**src/rtl/memory_store_unit.sv**
```systemverilog
// memory_store_unit
//
// Store-side data path between the execute/memory stage and the data-memory
// write port. A store request (sb/sh/sw) is turned into one or two word-aligned
// memory writes with lane-positioned data and byte enables. A store that
// spills past a 32-bit word boundary becomes a low write followed by a high
// write to the next word. With SPLIT_MISALIGNED = 0, such stores are rejected
// instead.
//
// Ports
//   clk, reset_n            clock (rising edge), async active-low reset
//   store_valid/ready       request handshake from the core
//   store_address           byte address of the store
//   store_data              rs2 value; low byte/half used for sb/sh
//   funct3                  000 sb, 001 sh, 010 sw, others illegal
//   mem_write_req/ack       write handshake to data memory
//   mem_write_address       word-aligned write address
//   mem_write_data          lane-positioned write data (disabled lanes 0)
//   mem_write_byte_enable   per-lane byte enables
//   store_done              one-cycle pulse, store completed
//   store_error             one-cycle pulse, request rejected

module memory_store_unit #(
  parameter bit SPLIT_MISALIGNED = 1'b1
) (
  input  logic        clk,
  input  logic        reset_n,
  input  logic        store_valid,
  output logic        store_ready,
  input  logic [31:0] store_address,
  input  logic [31:0] store_data,
  input  logic [2:0]  funct3,
  output logic        mem_write_req,
  input  logic        mem_write_ack,
  output logic [31:0] mem_write_address,
  output logic [31:0] mem_write_data,
  output logic [3:0]  mem_write_byte_enable,
  output logic        store_done,
  output logic        store_error
);

  typedef enum logic [1:0] {
    IDLE,
    WRITE_LO,
    WRITE_HI
  } state_t;

  state_t      state_q, state_d;
  logic        req_q, req_d;
  logic [31:0] addr_q, addr_d;
  logic [31:0] data_q, data_d;
  logic [3:0]  be_q, be_d;
  logic        done_q, done_d;
  logic        error_q, error_d;
  logic [31:0] hi_addr_q, hi_addr_d;
  logic [31:0] hi_data_q, hi_data_d;
  logic [3:0]  hi_be_q, hi_be_d;
  logic        cross_q, cross_d;

  // Request decode straight from the inputs; only used on the accept cycle.
  logic [1:0]  lane;
  logic [2:0]  size_bytes;
  logic [3:0]  size_mask;
  logic [31:0] masked_data;
  logic        legal;
  logic        crossing;
  logic [7:0]  be_wide;
  logic [63:0] data_wide;
  logic [31:0] lo_addr;
  logic [31:0] hi_addr;

  assign lane = store_address[1:0];

  always_comb begin
    size_bytes  = 3'd0;
    size_mask   = 4'b0000;
    masked_data = 32'd0;
    legal       = 1'b1;
    case (funct3)
      3'b000: begin
        size_bytes  = 3'd1;
        size_mask   = 4'b0001;
        masked_data = {24'd0, store_data[7:0]};
      end
      3'b001: begin
        size_bytes  = 3'd2;
        size_mask   = 4'b0011;
        masked_data = {16'd0, store_data[15:0]};
      end
      3'b010: begin
        size_bytes  = 3'd4;
        size_mask   = 4'b1111;
        masked_data = store_data;
      end
      default: legal = 1'b0;
    endcase
  end

  // Shifting into a double-width vector gives both halves at once: the low
  // half is the first-word lane image, the high half is what spills into the
  // next word (equivalent to shifting right by 4 - lane).
  assign crossing  = ({1'b0, lane} + size_bytes) > 3'd4;
  assign be_wide   = {4'b0000, size_mask} << lane;
  assign data_wide = {32'd0, masked_data} << {lane, 3'b000};
  assign lo_addr   = {store_address[31:2], 2'b00};
  assign hi_addr   = lo_addr + 32'd4;

  assign store_ready           = (state_q == IDLE);
  assign mem_write_req         = req_q;
  assign mem_write_address     = addr_q;
  assign mem_write_data        = data_q;
  assign mem_write_byte_enable = be_q;
  assign store_done            = done_q;
  assign store_error           = error_q;

  // State and registered outputs. Reset clears the request immediately, so a
  // store caught mid-flight is abandoned without any done/error pulse.
  always_ff @(posedge clk or negedge reset_n) begin
    if (!reset_n) begin
      state_q   <= IDLE;
      req_q     <= 1'b0;
      addr_q    <= 32'd0;
      data_q    <= 32'd0;
      be_q      <= 4'd0;
      done_q    <= 1'b0;
      error_q   <= 1'b0;
      hi_addr_q <= 32'd0;
      hi_data_q <= 32'd0;
      hi_be_q   <= 4'd0;
      cross_q   <= 1'b0;
    end else begin
      state_q   <= state_d;
      req_q     <= req_d;
      addr_q    <= addr_d;
      data_q    <= data_d;
      be_q      <= be_d;
      done_q    <= done_d;
      error_q   <= error_d;
      hi_addr_q <= hi_addr_d;
      hi_data_q <= hi_data_d;
      hi_be_q   <= hi_be_d;
      cross_q   <= cross_d;
    end
  end

  // Next-state logic. Write outputs are loaded when a write state is entered
  // and otherwise held, which keeps them stable while waiting for ack.
  always_comb begin
    state_d   = state_q;
    req_d     = req_q;
    addr_d    = addr_q;
    data_d    = data_q;
    be_d      = be_q;
    done_d    = 1'b0;
    error_d   = 1'b0;
    hi_addr_d = hi_addr_q;
    hi_data_d = hi_data_q;
    hi_be_d   = hi_be_q;
    cross_d   = cross_q;

    case (state_q)
      IDLE: begin
        if (store_valid) begin
          if (!legal || (crossing && !SPLIT_MISALIGNED)) begin
            error_d = 1'b1;
          end else begin
            state_d   = WRITE_LO;
            req_d     = 1'b1;
            addr_d    = lo_addr;
            data_d    = data_wide[31:0];
            be_d      = be_wide[3:0];
            hi_addr_d = hi_addr;
            hi_data_d = data_wide[63:32];
            hi_be_d   = be_wide[7:4];
            cross_d   = crossing;
          end
        end
      end

      WRITE_LO: begin
        if (mem_write_ack) begin
          if (cross_q) begin
            state_d = WRITE_HI;
            addr_d  = hi_addr_q;
            data_d  = hi_data_q;
            be_d    = hi_be_q;
          end else begin
            state_d = IDLE;
            req_d   = 1'b0;
            addr_d  = 32'd0;
            data_d  = 32'd0;
            be_d    = 4'd0;
            done_d  = 1'b1;
          end
        end
      end

      WRITE_HI: begin
        if (mem_write_ack) begin
          state_d = IDLE;
          req_d   = 1'b0;
          addr_d  = 32'd0;
          data_d  = 32'd0;
          be_d    = 4'd0;
          done_d  = 1'b1;
        end
      end

      default: begin
        state_d = IDLE;
        req_d   = 1'b0;
        addr_d  = 32'd0;
        data_d  = 32'd0;
        be_d    = 4'd0;
      end
    endcase
  end

endmodule
```
**config.mk**
```make
export PLATFORM = sky130hd
export DESIGN_NAME = memory_store_unit
export DESIGN_NICKNAME = d
export VERILOG_FILES = /design/src/rtl/memory_store_unit.sv
export SDC_FILE = /design/constraint.sdc
export NUM_CORES = 1
export LEC_CHECK = 0
export ABC_AREA = 1
export ABC_CLOCK_PERIOD_IN_PS = 2100
export BUFFER_PORTS_ARGS = -buffer_cell sky130_fd_sc_hd__buf_2
export CAP_MARGIN = 20
export CORE_UTILIZATION = 55
export CTS_BUF_LIST = sky130_fd_sc_hd__clkbuf_8
export DETAILED_ROUTE_END_ITERATION = 16
export PLACE_DENSITY_LB_ADDON = 0.25
export REMOVE_ABC_BUFFERS = 1
export SLEW_MARGIN = 40
export SYNTH_ARGS = -nofsm -noshare
export SYNTH_HDL_FRONTEND = slang
export SYNTH_SLANG_ARGS = --single-unit
```
**constraint.sdc**
```tcl
create_clock -name clk -period 2.1 [get_ports clk]
set_clock_uncertainty 0.05 [all_clocks]
set_input_delay 0.21 -clock clk [delete_from_list [all_inputs] [get_ports clk]]
set_output_delay 0.21 -clock clk [all_outputs]
set_load 0.005 [all_outputs]
```
Yosys cells after proc, flatten, opt, wreduce, memory -nomap -nowiden
Cells that the tools add are included.

Input bits: 71. Bits in registers: 142. Word-level logic and storage cells: 71.

Add/sub/neg operators: 2. Eq/ne operators: 9. Muxes and demuxes: 40. $lt $le $gt $ge: 1. Reductions and logical operators: 6. Shifts and indexed selects: 2.

Operators by type and width (number): $mux W32 (9); $pmux W32 S3 (3); $shl A32 B5 Y64 (1); $add A32 B3 Y32 const B (1); $pmux W4 S3 (2); $mux W4 (5); $mux W1 (12); $mux W2 (5); $pmux W3 S3 (1); $ne A2 B2 Y1 const B (4); $shl A4 B2 Y8 (1); $pmux W2 S3 (1); $reduce_and A5 Y1 (1); $reduce_and A4 Y1 (1); $add A2 B3 Y3 (1); $eq A3 B1 Y1 const B (1); $eq A3 B2 Y1 const B (1); $gt A3 B3 Y1 const B (1); $logic_not A3 Y1 (1); $pmux W1 S3 (1); $reduce_and A3 Y1 (1); $reduce_or A3 Y1 (1); $eq A2 B1 Y1 const B (1); $eq A2 B2 Y1 const B (1); other kinds (3) (3).

Depth between registers and ports, before layout
Gate-level depths: netlist of the first run.

Word-level depth: 6. Depth in mapped cells: 11. Gate-level depth less buffers: 10.

Worst setup path after synthesis of the first run
Ideal clock, no wire load.

Path type: input to register. Start point: in funct3[0]. End point: reg cross_q. Buffers on the path: 1. Path slack: 0.332 ns. Library setup time: 0.126 ns. Stages on the path: 10. Arrival time: 1.592 ns. Cell sequence: buf_4 > nor3_1 > ha_1 > inv_1 > fa_1 > inv_1 > o22ai_1 > a21oi_1 > nand2_1 > o21ai_0.

Cells in the longest elaborated chain, start to end: 4. Elaborated cells on any way between the ends: 9. Those cells by class: 1 x add/sub; 1 x order compare; 2 x eq/ne; 2 x mux; 3 x reduce/logical.

Ends and longest elaborated chain: start: declaration (line 32) `input logic [2:0] funct3,`; $eq A3 B2 Y1, or another cell as far along (line 79) `case (funct3)`; $pmux W3 S3 / $reduce_or A3 Y1 (equally long branches); $add A2 B3 Y3 / $mux W1 (equally long branches) (line 102, 79); $gt A3 B3 Y1 / $reduce_and A3 Y1 (equally long branches); end signal: assignment (line 142) `cross_q <= cross_d;`; end: declaration (line 58) `logic cross_q, cross_d;`.

Several ways; a longest one is shown, not always the timed one. A chain may end at the register's enable or synchronous reset.

Worst setup path after layout of the first run
Start point: reg state_q[1]. End point: reg data_q[21] (netlist: mem_write_data[21]).

Cells in the longest elaborated chain, start to end: 3. Elaborated cells on any way between the ends: 9. Those cells by class: 6 x eq/ne; 1 x mux; 2 x reduce/logical.

Ends and longest elaborated chain: start: declaration (line 48) `state_t state_q, state_d;`; start signal: assignment (line 132) `state_q <= state_d;`; $eq A2 B1 Y1, or another cell as far along (line 161) `case (state_q)`; $ne A2 B2 Y1 (no source line) / $ne A2 B1 Y1 (equally long branches); $reduce_and A4 Y1 (no source line); end signal: assignment (line 135) `data_q <= data_d;`; end: declaration (line 51) `logic [31:0] data_q, data_d;`.

Several ways; a longest one is shown, not always the timed one.

==> results.py, run 1 <==
metrics = {
    "global_routing": {
        "antenna_found_initial": 0,
        "grt_pass1_vias": 6549,
        "gr-usage-all-layers": 0.3136,
        "grt_pass1_wl_mm": 32.29,
        "grt_start_max_net_pins": 68,
        "gr-total-overflow": 0,
    },
    "drt": {
        "routed_wl_mm": 19.98,
        "vias_per_cell": 5.303,
        "antenna_left": 0,
        "dr_wl_met3_mm": 1.502,
        "wire_per_inst_um": 14.54,
        "firstDrtPassIters": 7,
        "drtIter0Drc": 636,
        "met2_length_mm": 9.026,
        "drc": 0,
        "vias": 7287,
        "route.layer.met1.wl_mm": 9.062,
        "highest_layer": "met4",
    },
    "die": {
        "die_height_um": 116.6,
        "fp.dieW_um": 116.6,
        "design.core.area_um2": 12720,
        "dieArea_um2": 13590,
        "row_count": 41,
        "io_pins": 143,
        "start_util": 0.5677,
    },
    "final_layout": {
        "fin_nets": 1270,
        "fin_cells": 1374,
        "syn2layout_area_growth_pct": 18.97,
        "drive_above_1_share": 0.1705,
        "diodes": 0,
        "nFillCells": 1187,
        "fin_area_um2": 8592,
    },
    "clock_tree": {
        "cts_buffer_depth": 2,
        "holdBufCountCts": 10,
        "postCtsSetupBuffers": 0,
        "htreeDepth": 4,
        "cts-root-buf": "clkbuf_8",
        "cts_resized": 0,
        "clock-sinks": 129,
        "worstSkewPairLatency_ns": 0.46,
        "tritoncts": "done",
        "clk_pin_slew_worst_paths_ns": 0.07,
        "cts_inserted_buffers": 17,
    },
    "placement": {
        "place_congestion": 0.9538,
        "hpwlAfterDp_mm": 14.28,
        "place_area_um2": 8117,
        "port_buffers": 140,
        "pre_cts_ws_ns": 0.1098,
        "dp_cells": 1336,
    },
    "pwr": {
        "ir_drop_mv": 0.7335,
        "powerDensity_nw_per_um2": 1099,
        "p_leak_nw": 4.716,
    },
    "synth": {
        "synth_seq_area_share": 0.4470,
        "yosysWarningCount": 0,
        "yosysUniqueCellTypes": 32,
        "syn-cell-area_um2": 7222,
        "synth_top_area_frac": 0.4470,
        "synth_area_leaders": "dfrtp_1 45%, nand2_1 25%, o21ai_0 5.5%, nand3_1 5.4%, inv_1 3.6%",
        "ys_ff_latch": 129,
        "syn_inst": 1047,
        "syn_area_per_cell_um2": 6.898,
        "yosysTopAreaCell": "dfrtp_1",
    },
    "sta": {
        "slew_violations": 0,
        "fmax_ghz": 0.5374,
        "rsz0062_at_grt": "false",
        "timing.hold.ws_ns": 0.01965,
        "finalSetupViolations": 0,
        "hold_viol": 0,
        "layout_setup_ws_ns": 0.2393,
        "fin_crit_ns": 1.861,
        "fin_crit_sh": 0.8860,
    },
    "worst_hold_path": {
        "worstHoldPathType": "input port to register",
        "whs_path_depth": 3,
    },
    "critical_path": {
        "critPathMaxStageDelay_ns": 0.38,
        "cp.required_ns": 2.45,
        "reg2reg_depth": 9,
        "arrival_ns": 2.21,
        "path_cells": "inv_1, ha_1, nor2_1, or2_2, nand2_2, inv_2, buf_4, nand2_1, nand2_1",
        "crit_type": "register to register",
        "crit_slowest_cell": "dfrtp_1",
        "critPathMostFrequentCell": "nand2_1",
        "crit_path_end_kind": "register",
        "cp_max_fo": 16,
        "startpoint_type": "register",
    },
    "status": {
        "status": "completed",
    },
    "job": {
        "cap_viol_max_count": 0,
    },
}
-- logic make-up after synthesis --
family / after synthesis / synth area share
simple gates: 652 / 0.3595
flops: 129 / 0.4470
compound gates: 126 / 0.09494
buf+inv: 124 / 0.07571
xor+xnor: 9 / 0.01092
fa+ha+maj: 6 / 0.01143
other cells: 1 / 0.0005193
-- power breakdown --
| group | total (mW) | switching (mW) | internal, mW |
|---|---|---|---|
| clock | 2.08 | 0.941 | 1.14 |
| combinational | 3.46 | 2.17 | 1.30 |
| sequential | 3.90 | 0.464 | 3.43 |
-- layer usage --
layer | vias to the layer above | GRT usage
met2 | 310 | 0.4813
li1 | 3590 | -
met3 | 36 | 0.05864
met4 | 0 | 0.09958
met1 | 3351 | 0.4508
met5 | - | 0
-- path summary, 6_finish.rpt --
path | endpoint | startpoint | slack, ns
min in group asynchronous | mem_write_data[21]$_DFFE_PN0P_ | reset_n | 0.16
worst max register to register | mem_write_data[21]$_DFFE_PN0P_ | state_q[1]$_DFFE_PN0P_ | 0.24
worst min register to register | mem_write_address[17]$_DFFE_PN0P_ | mem_write_address[17]$_DFFE_PN0P_ | 0.42
max in group asynchronous | mem_write_address[23]$_DFFE_PN0P_ | reset_n | 1.18
worst min-delay path | hi_data_q[19]$_DFFE_PN0P_ | store_data[27] | 0.02
worst max-delay path | mem_write_data[21]$_DFFE_PN0P_ | state_q[1]$_DFFE_PN0P_ | 0.24
-- Yosys cell counts --
| master | n |
|---|---|
| a31oi_1 | 9 |
| clkbuf_1 | 22 |
| o211ai_1 | 2 |
| o21ai_0 | 79 |
| nand2_1 | 486 |
| inv_2 | 3 |
| ha_1 | 5 |
| and2_1 | 1 |
| buf_6 | 5 |
| buf_1 | 1 |
| nand4_1 | 8 |
| a21oi_1 | 14 |
| o21ai_1 | 9 |
| or2_2 | 2 |
| o22ai_1 | 6 |
| nand3_1 | 78 |
| buf_2 | 14 |
| clkinv_1 | 2 |
| nor3_1 | 1 |
| a22o_1 | 4 |
| buf_4 | 7 |
| nand2_2 | 5 |
| a21oi_4 | 1 |
| o31ai_1 | 2 |
| conb_1 | 1 |
| nor2_4 | 1 |
| fa_1 | 1 |
| dfrtp_1 | 129 |
| nor2_1 | 69 |
| nor2_2 | 1 |
| xor2_1 | 9 |
| inv_1 | 70 |
-- flip-flops by register name, indices dropped and copies added (netlist names) --
| signal | cells |
|---|---|
| mem_write_data | 32 |
| hi_addr_q | 30 |
| mem_write_address | 30 |
| hi_data_q | 24 |
| mem_write_byte_enable | 4 |
| hi_be_q | 3 |
| state_q | 2 |
| cross_q | 1 |
| mem_write_req | 1 |
| store_done | 1 |
| store_error | 1 |
-- through the flow --
stage                     power, mW    util  TNS, ns
after floorplan               5.751       -   -24.76
after global placement        7.261  0.6380        0
after detailed placement      7.360  0.6380        0
after CTS                     9.461  0.6754        0
after global routing          10.19  0.6754        0
final                         9.441  0.6754        0
-- critical path: cells and delay by family, from the launching register on --
kind	cells	cell delay, ns
buffers and inverters	3	0.63
flip-flops	1	0.38
adder cells (fa/ha/maj)	1	0.20
AND/OR/NAND/NOR	5	0.54
-- cells in the final DEF, fill, tap and decap left out, drive strengths merged, types with 4 or more instances in the layout --
master and count:
clkbuf 21, nand4 8, ha 5, nand3 78, nand2 491, o22ai 6
o21ai 88, dfrtp 129, xor2 9, a21oi 15, a31oi 9, a22o 4
clkinv 5, nor2 71, buf 165, inv 74, dlygate4sd3 10
-- area by class of cell --
type | count | area, µm² | area share
inverters | 75 | 281.5 | 0.03277
clock buffers | 21 | 289.0 | 0.03364
clock inverters | 7 | 86.33 | 0.01005
repair buffers | 175 | 1041 | 0.1212
well taps | 172 | 215.2 | 0.02505
multi-input cells | 795 | 3451 | 0.4016
flip-flops and latches | 129 | 3228 | 0.3757
Note: power is estimated with default switching activity, not from simulation.
==> run 2: changes to the inputs <==
--- a/config.mk
+++ b/config.mk
@@ -13,6 +13,7 @@
 export CTS_BUF_LIST = sky130_fd_sc_hd__clkbuf_8
 export DETAILED_ROUTE_END_ITERATION = 16
 export PLACE_DENSITY_LB_ADDON = 0.25
+export RECOVER_POWER = 100
 export REMOVE_ABC_BUFFERS = 1
 export SLEW_MARGIN = 40
 export SYNTH_ARGS = -nofsm -noshare
==> run 2 against run 1 <==
Power down 1.0%. Highest routed layer unchanged. Wire length about the same. Critical endpoint is now mem_write_data[24]$_DFFE_PN0P_. Sequential power about the same. Die area unchanged.
==> results.py, run 2 (same netlist as run 1, synthesis figures left out) <==
metrics = {
    "status": {
        "status": "completed",
    },
    "sta": {
        "hold_viol": 0,
        "fmax_ghz": 0.5288,
        "fin_setup_tns_ns": 0,
        "slew_violations": 0,
        "timing.hold.ws_ns": 0.01876,
        "fin_crit_sh": 0.9006,
        "rsz0062_at_grt": "false",
        "fin_crit_ns": 1.891,
        "layout_setup_ws_ns": 0.2088,
        "finalSetupViolations": 0,
        "relSlewSlack": 0.1166,
        "tightest_slew_ns": 1.325,
    },
    "clock_tree": {
        "cts_resized": 0,
        "clk_pin_slew_worst_paths_ns": 0.08,
        "holdBufCountCts": 10,
        "tritoncts": "done",
        "cts_buffer_depth": 2,
        "htreeDepth": 4,
        "clock-sinks": 129,
        "cts_inserted_buffers": 17,
        "cts-root-buf": "clkbuf_8",
        "worstSkewPairLatency_ns": 0.46,
        "postCtsSetupBuffers": 0,
    },
    "pwr": {
        "p_leak_nw": 4.551,
        "powerDensity_nw_per_um2": 1096,
        "power_mw": 9.342,
        "ir_drop_mv": 0.7233,
    },
    "worst_hold_path": {
        "worstHoldPathType": "input port to register",
        "min-delay-start": "store_data[27]",
    },
    "die": {
        "design.core.area_um2": 12720,
        "fp.dieW_um": 116.6,
        "die_height_um": 116.6,
        "io_pins": 143,
        "dieArea_um2": 13590,
        "start_util": 0.5677,
        "row_count": 41,
    },
    "drt": {
        "routed_wl_mm": 19.97,
        "wire_per_inst_um": 14.53,
        "vias": 7195,
        "antenna_left": 0,
        "drc": 0,
        "firstDrtPassIters": 6,
        "vias_per_cell": 5.237,
        "drtIter0Drc": 688,
    },
    "global_routing": {
        "gr-usage-all-layers": 0.3136,
        "grt_pass1_vias": 6549,
        "gr-total-overflow": 0,
        "antenna_found_initial": 0,
        "grt_start_max_net_pins": 68,
        "grt_pass1_wl_mm": 32.29,
    },
    "final_layout": {
        "final_cell_mix": "487 x nand2_1, 129 x dfrtp_1, 97 x buf_2, 81 x o21ai_0, 78 x nand3_1",
        "nFillCells": 1210,
        "largest_reg_flops": 32,
        "fin_nets": 1270,
        "mostFrequentLayoutCell": "nand2_1",
        "multi_input_area_um2": 3448,
        "syn2layout_area_growth_pct": 18.00,
        "fin_cells": 1374,
        "regArea_um2": 3228,
        "drive_above_1_share": 0.1331,
        "fin_area_um2": 8522,
        "diodes": 0,
        "fin_util": 0.6698,
    },
    "critical_path": {
        "crit_path_end": "mem_write_data[24]$_DFFE_PN0P_",
        "cp.required_ns": 2.44,
        "reg2reg_to": "mem_write_data[24]$_DFFE_PN0P_",
        "crit_start": "state_q[0]$_DFFE_PN0P_",
        "reg2reg_depth": 10,
        "r2r_start": "state_q[0]$_DFFE_PN0P_",
        "crit_path_end_kind": "register",
        "cp_max_fo": 10,
        "crit_type": "register to register",
        "r2r_slack_ns": 0.21,
        "startpoint_type": "register",
        "arrival_ns": 2.23,
    },
    "placement": {
        "dp_cells": 1336,
        "place_congestion": 0.9538,
        "port_buffers": 140,
        "place_area_um2": 8117,
        "hpwlAfterDp_mm": 14.28,
        "pre_cts_ws_ns": 0.1098,
    },
    "job": {
        "cap_viol_max_count": 0,
    },
}
[run 2: per-layer routing]
layer	GRT usage	up-vias	wire, µm
li1	-	3586	-
met1	0.4508	3245	9042
met2	0.4813	327	8902
met3	0.05864	37	1614
met4	0.09958	0	408
met5	0	-	0
[run 2: critical path, stage by stage, from the launching register on]
cell and delay, ns:
dfrtp_1 0.39, inv_1 0.10, ha_1 0.24, nand2_1 0.09, inv_1 0.06, nand2_1 0.10
inv_2 0.19, nand2_2 0.18, inv_2 0.15, nand3_1 0.09, o21ai_0 0.16
[run 2: area by class of cell]
cell class | count | area share
multi-input combinational | 795 | 0.4046
sequential | 129 | 0.3788
timing repair buffer | 175 | 0.1142
clock buffer | 21 | 0.03392
inverter | 75 | 0.03303
tap | 172 | 0.02525
clock inverter | 7 | 0.01013
[run 2: worst min-delay path by stage]
stage / end / slack (ns) / cells past startpoint
after global routing: hi_data_q[22]$_DFFE_PN0P_ / 0.01 / 3
after floorplan: cross_q$_DFFE_PN0P_ / -0.14 / 0
after global placement: mem_write_data[11]$_DFFE_PN0P_ / 0.08 / 1
final: hi_data_q[19]$_DFFE_PN0P_ / 0.02 / 3
after CTS: hi_data_q[19]$_DFFE_PN0P_ / 0.004 / 3
after detailed placement: mem_write_data[13]$_DFFE_PN0P_ / 0.08 / 1
[run 2: where the power goes]
group	leakage, nW	switching, mW	internal (mW)	total, mW
clock	0.196	0.937	1.14	2.08
combinational	2.68	2.16	1.20	3.35
sequential	1.68	0.476	3.43	3.91
total	4.55	3.57	5.77	9.34
==> run 3: changes to the inputs <==
--- a/config.mk
+++ b/config.mk
@@ -9,6 +9,7 @@
 export ABC_CLOCK_PERIOD_IN_PS = 2100
 export BUFFER_PORTS_ARGS = -buffer_cell sky130_fd_sc_hd__buf_2
 export CAP_MARGIN = 20
+export CORE_MARGIN = 5
 export CORE_UTILIZATION = 55
 export CTS_BUF_LIST = sky130_fd_sc_hd__clkbuf_8
 export DETAILED_ROUTE_END_ITERATION = 16
==> run 3 against run 2 <==
Die area increased by 14%. Final cell count grew 0.29%. Cell area about the same. Global-route usage is 3.4 points lower. Clock power is essentially flat. Register-to-register slack worse by 0.03 ns. Critical path depth decreased by 3. Critical endpoint is now hi_addr_q[12]$_DFFE_PN0P_. First-iteration DRC count is 16% higher.
==> results.py, run 3 (same netlist as run 1, synthesis figures left out) <==
metrics = {
    "placement": {
        "port_buffers": 140,
        "place_congestion": 0.9464,
        "hpwlAfterDp_mm": 15.29,
        "place_area_um2": 8132,
    },
    "pwr": {
        "ir_drop_mv": 0.7244,
        "powerDensity_nw_per_um2": 1103,
        "power_mw": 9.396,
        "p_leak_nw": 4.584,
    },
    "drt": {
        "vias": 7384,
        "antenna_left": 0,
        "drc": 0,
        "drtIter0Drc": 796,
        "wire_per_inst_um": 15.57,
        "firstDrtPassIters": 8,
        "routed_wl_mm": 21.45,
        "vias_per_cell": 5.358,
    },
    "critical_path": {
        "critPathMaxStageDelay_ns": 0.54,
        "arrival_ns": 2.17,
        "crit_type": "register to register",
        "path_cells": "inv_1, ha_1, nand2_1, inv_1, nand2_1, buf_4, o21ai_0",
        "crit_slowest_cell": "buf_4",
        "cp_max_fo": 59,
        "startpoint_type": "register",
        "cp.required_ns": 2.35,
        "reg2reg_depth": 7,
        "crit_path_end_kind": "register",
    },
    "clock_tree": {
        "cts_inserted_buffers": 17,
        "cts-root-buf": "clkbuf_8",
        "clk_pin_slew_worst_paths_ns": 0.07,
        "cts_buffer_depth": 2,
        "tritoncts": "done",
        "worstSkewPairLatency_ns": 0.45,
        "postCtsSetupBuffers": 0,
        "clock-sinks": 129,
        "htreeDepth": 4,
    },
    "final_layout": {
        "syn2layout_area_growth_pct": 17.95,
        "multi_input_area_um2": 3446,
        "regArea_um2": 3228,
        "largest_reg_flops": 32,
        "nFillCells": 1199,
        "drive_above_1_share": 0.1393,
        "final_cell_mix": "488 x nand2_1, 129 x dfrtp_1, 103 x buf_2, 79 x o21ai_0, 78 x nand3_1",
        "fin_area_um2": 8518,
        "diodes": 0,
        "fin_nets": 1272,
        "mostFrequentLayoutCell": "nand2_1",
    },
    "sta": {
        "hold_viol": 0,
        "fin_crit_ns": 1.921,
        "fin_setup_tns_ns": 0,
        "fin_crit_sh": 0.9148,
        "rsz0062_at_grt": "false",
        "slew_violations": 0,
        "relSlewSlack": 0.4350,
        "tightest_slew_ns": 0.8475,
        "finalSetupViolations": 0,
        "fmax_ghz": 0.5205,
    },
    "global_routing": {
        "antenna_found_initial": 0,
        "grt_pass1_wl_mm": 35.33,
        "gr-usage-all-layers": 0.2798,
        "grt_pass1_vias": 7160,
        "grt_start_max_net_pins": 60,
        "gr-total-overflow": 0,
    },
    "worst_hold_path": {
        "worstHoldPathType": "input port to register",
        "whs_path_depth": 3,
    },
    "status": {
        "status": "completed",
    },
    "die": {
        "row_count": 41,
        "die_height_um": 124.6,
        "dieArea_um2": 15520,
        "design.core.area_um2": 12720,
        "start_util": 0.5677,
        "io_pins": 143,
        "fp.dieW_um": 124.6,
    },
    "job": {
        "cap_viol_max_count": 0,
    },
}
==> run 3: cell count changes in the layout (fill, tap and decap cells not counted), moves of 2 or more <==
cell,previous run,this run
buf_4,16,20
clkbuf_1,44,37
buf_2,97,103
buf_12,4,1
clkinv_2,3,5
inv_1,71,73
o21ai_0,81,79
o21ai_1,7,9
==> run 3: worst max-delay path, delay by kind of cell, from the launching register on <==
family          cells  cell delay (ns)
buf+inv             3             0.65
flops               1             0.35
fa+ha+maj           1             0.29
compound gates      1             0.21
simple gates        2             0.20
==> run 3: timing repair <==
action | 4_1_cts | 5_1_grt
hold buffers | 10 | 0
endpoints found under the setup margin | 0 | 3
resized for setup | 0 | 1
hold endpoints to repair | 36 | 0
==> run 3: layer usage <==
metal	global-route usage	part of all wire	up-vias
li1	-	-	3596
met2	0.4323	0.46	329
met1	0.3885	0.44	3423
met5	0	0	-
met3	0.06818	0.087	36
met4	0.09220	0.019	0
==> run 3: through the flow <==
step,util,cells,setup slack [ns],hold slack (ns)
floorplan,-,999,-0.4647,-0.1356
global placement,0.6392,1338,0.2057,0.1338
detailed placement,0.6392,1338,0.1421,0.1337
CTS,0.6769,1378,0.1167,0.006007
global route,0.6696,1378,0.02029,0.03468
finish,0.6696,1378,0.1788,0.03042
==> run 3: path summary, 6_finish.rpt <==
check	to	startpoint	slack (ns)
setup / recovery	hi_addr_q[12]$_DFFE_PN0P_	state_q[0]$_DFFE_PN0P_	0.18
hold / removal	hi_data_q[5]$_DFFE_PN0P_	store_data[29]	0.03
setup reg to reg	hi_addr_q[12]$_DFFE_PN0P_	state_q[0]$_DFFE_PN0P_	0.18
hold reg to reg	mem_write_address[9]$_DFFE_PN0P_	mem_write_address[9]$_DFFE_PN0P_	0.43
max in group asynchronous	mem_write_address[30]$_DFFE_PN0P_	reset_n	0.49
min in group asynchronous	mem_write_data[29]$_DFFE_PN0P_	reset_n	0.34
==> run 3: layout make-up <==
class,count,area share
multi-input combinational,795,0.4045
sequential,129,0.3790
timing repair buffer,177,0.1134
clock buffer,21,0.03393
inverter,75,0.03320
tap,172,0.02526
clock inverter,9,0.01072
==> run 3: power by group <==
part / internal, mW / switching [mW] / leakage, nW
clock network: 1.15 / 0.960 / 0.211
registers: 3.43 / 0.484 / 1.68
logic: 1.19 / 2.18 / 2.70
total: 5.77 / 3.63 / 4.58
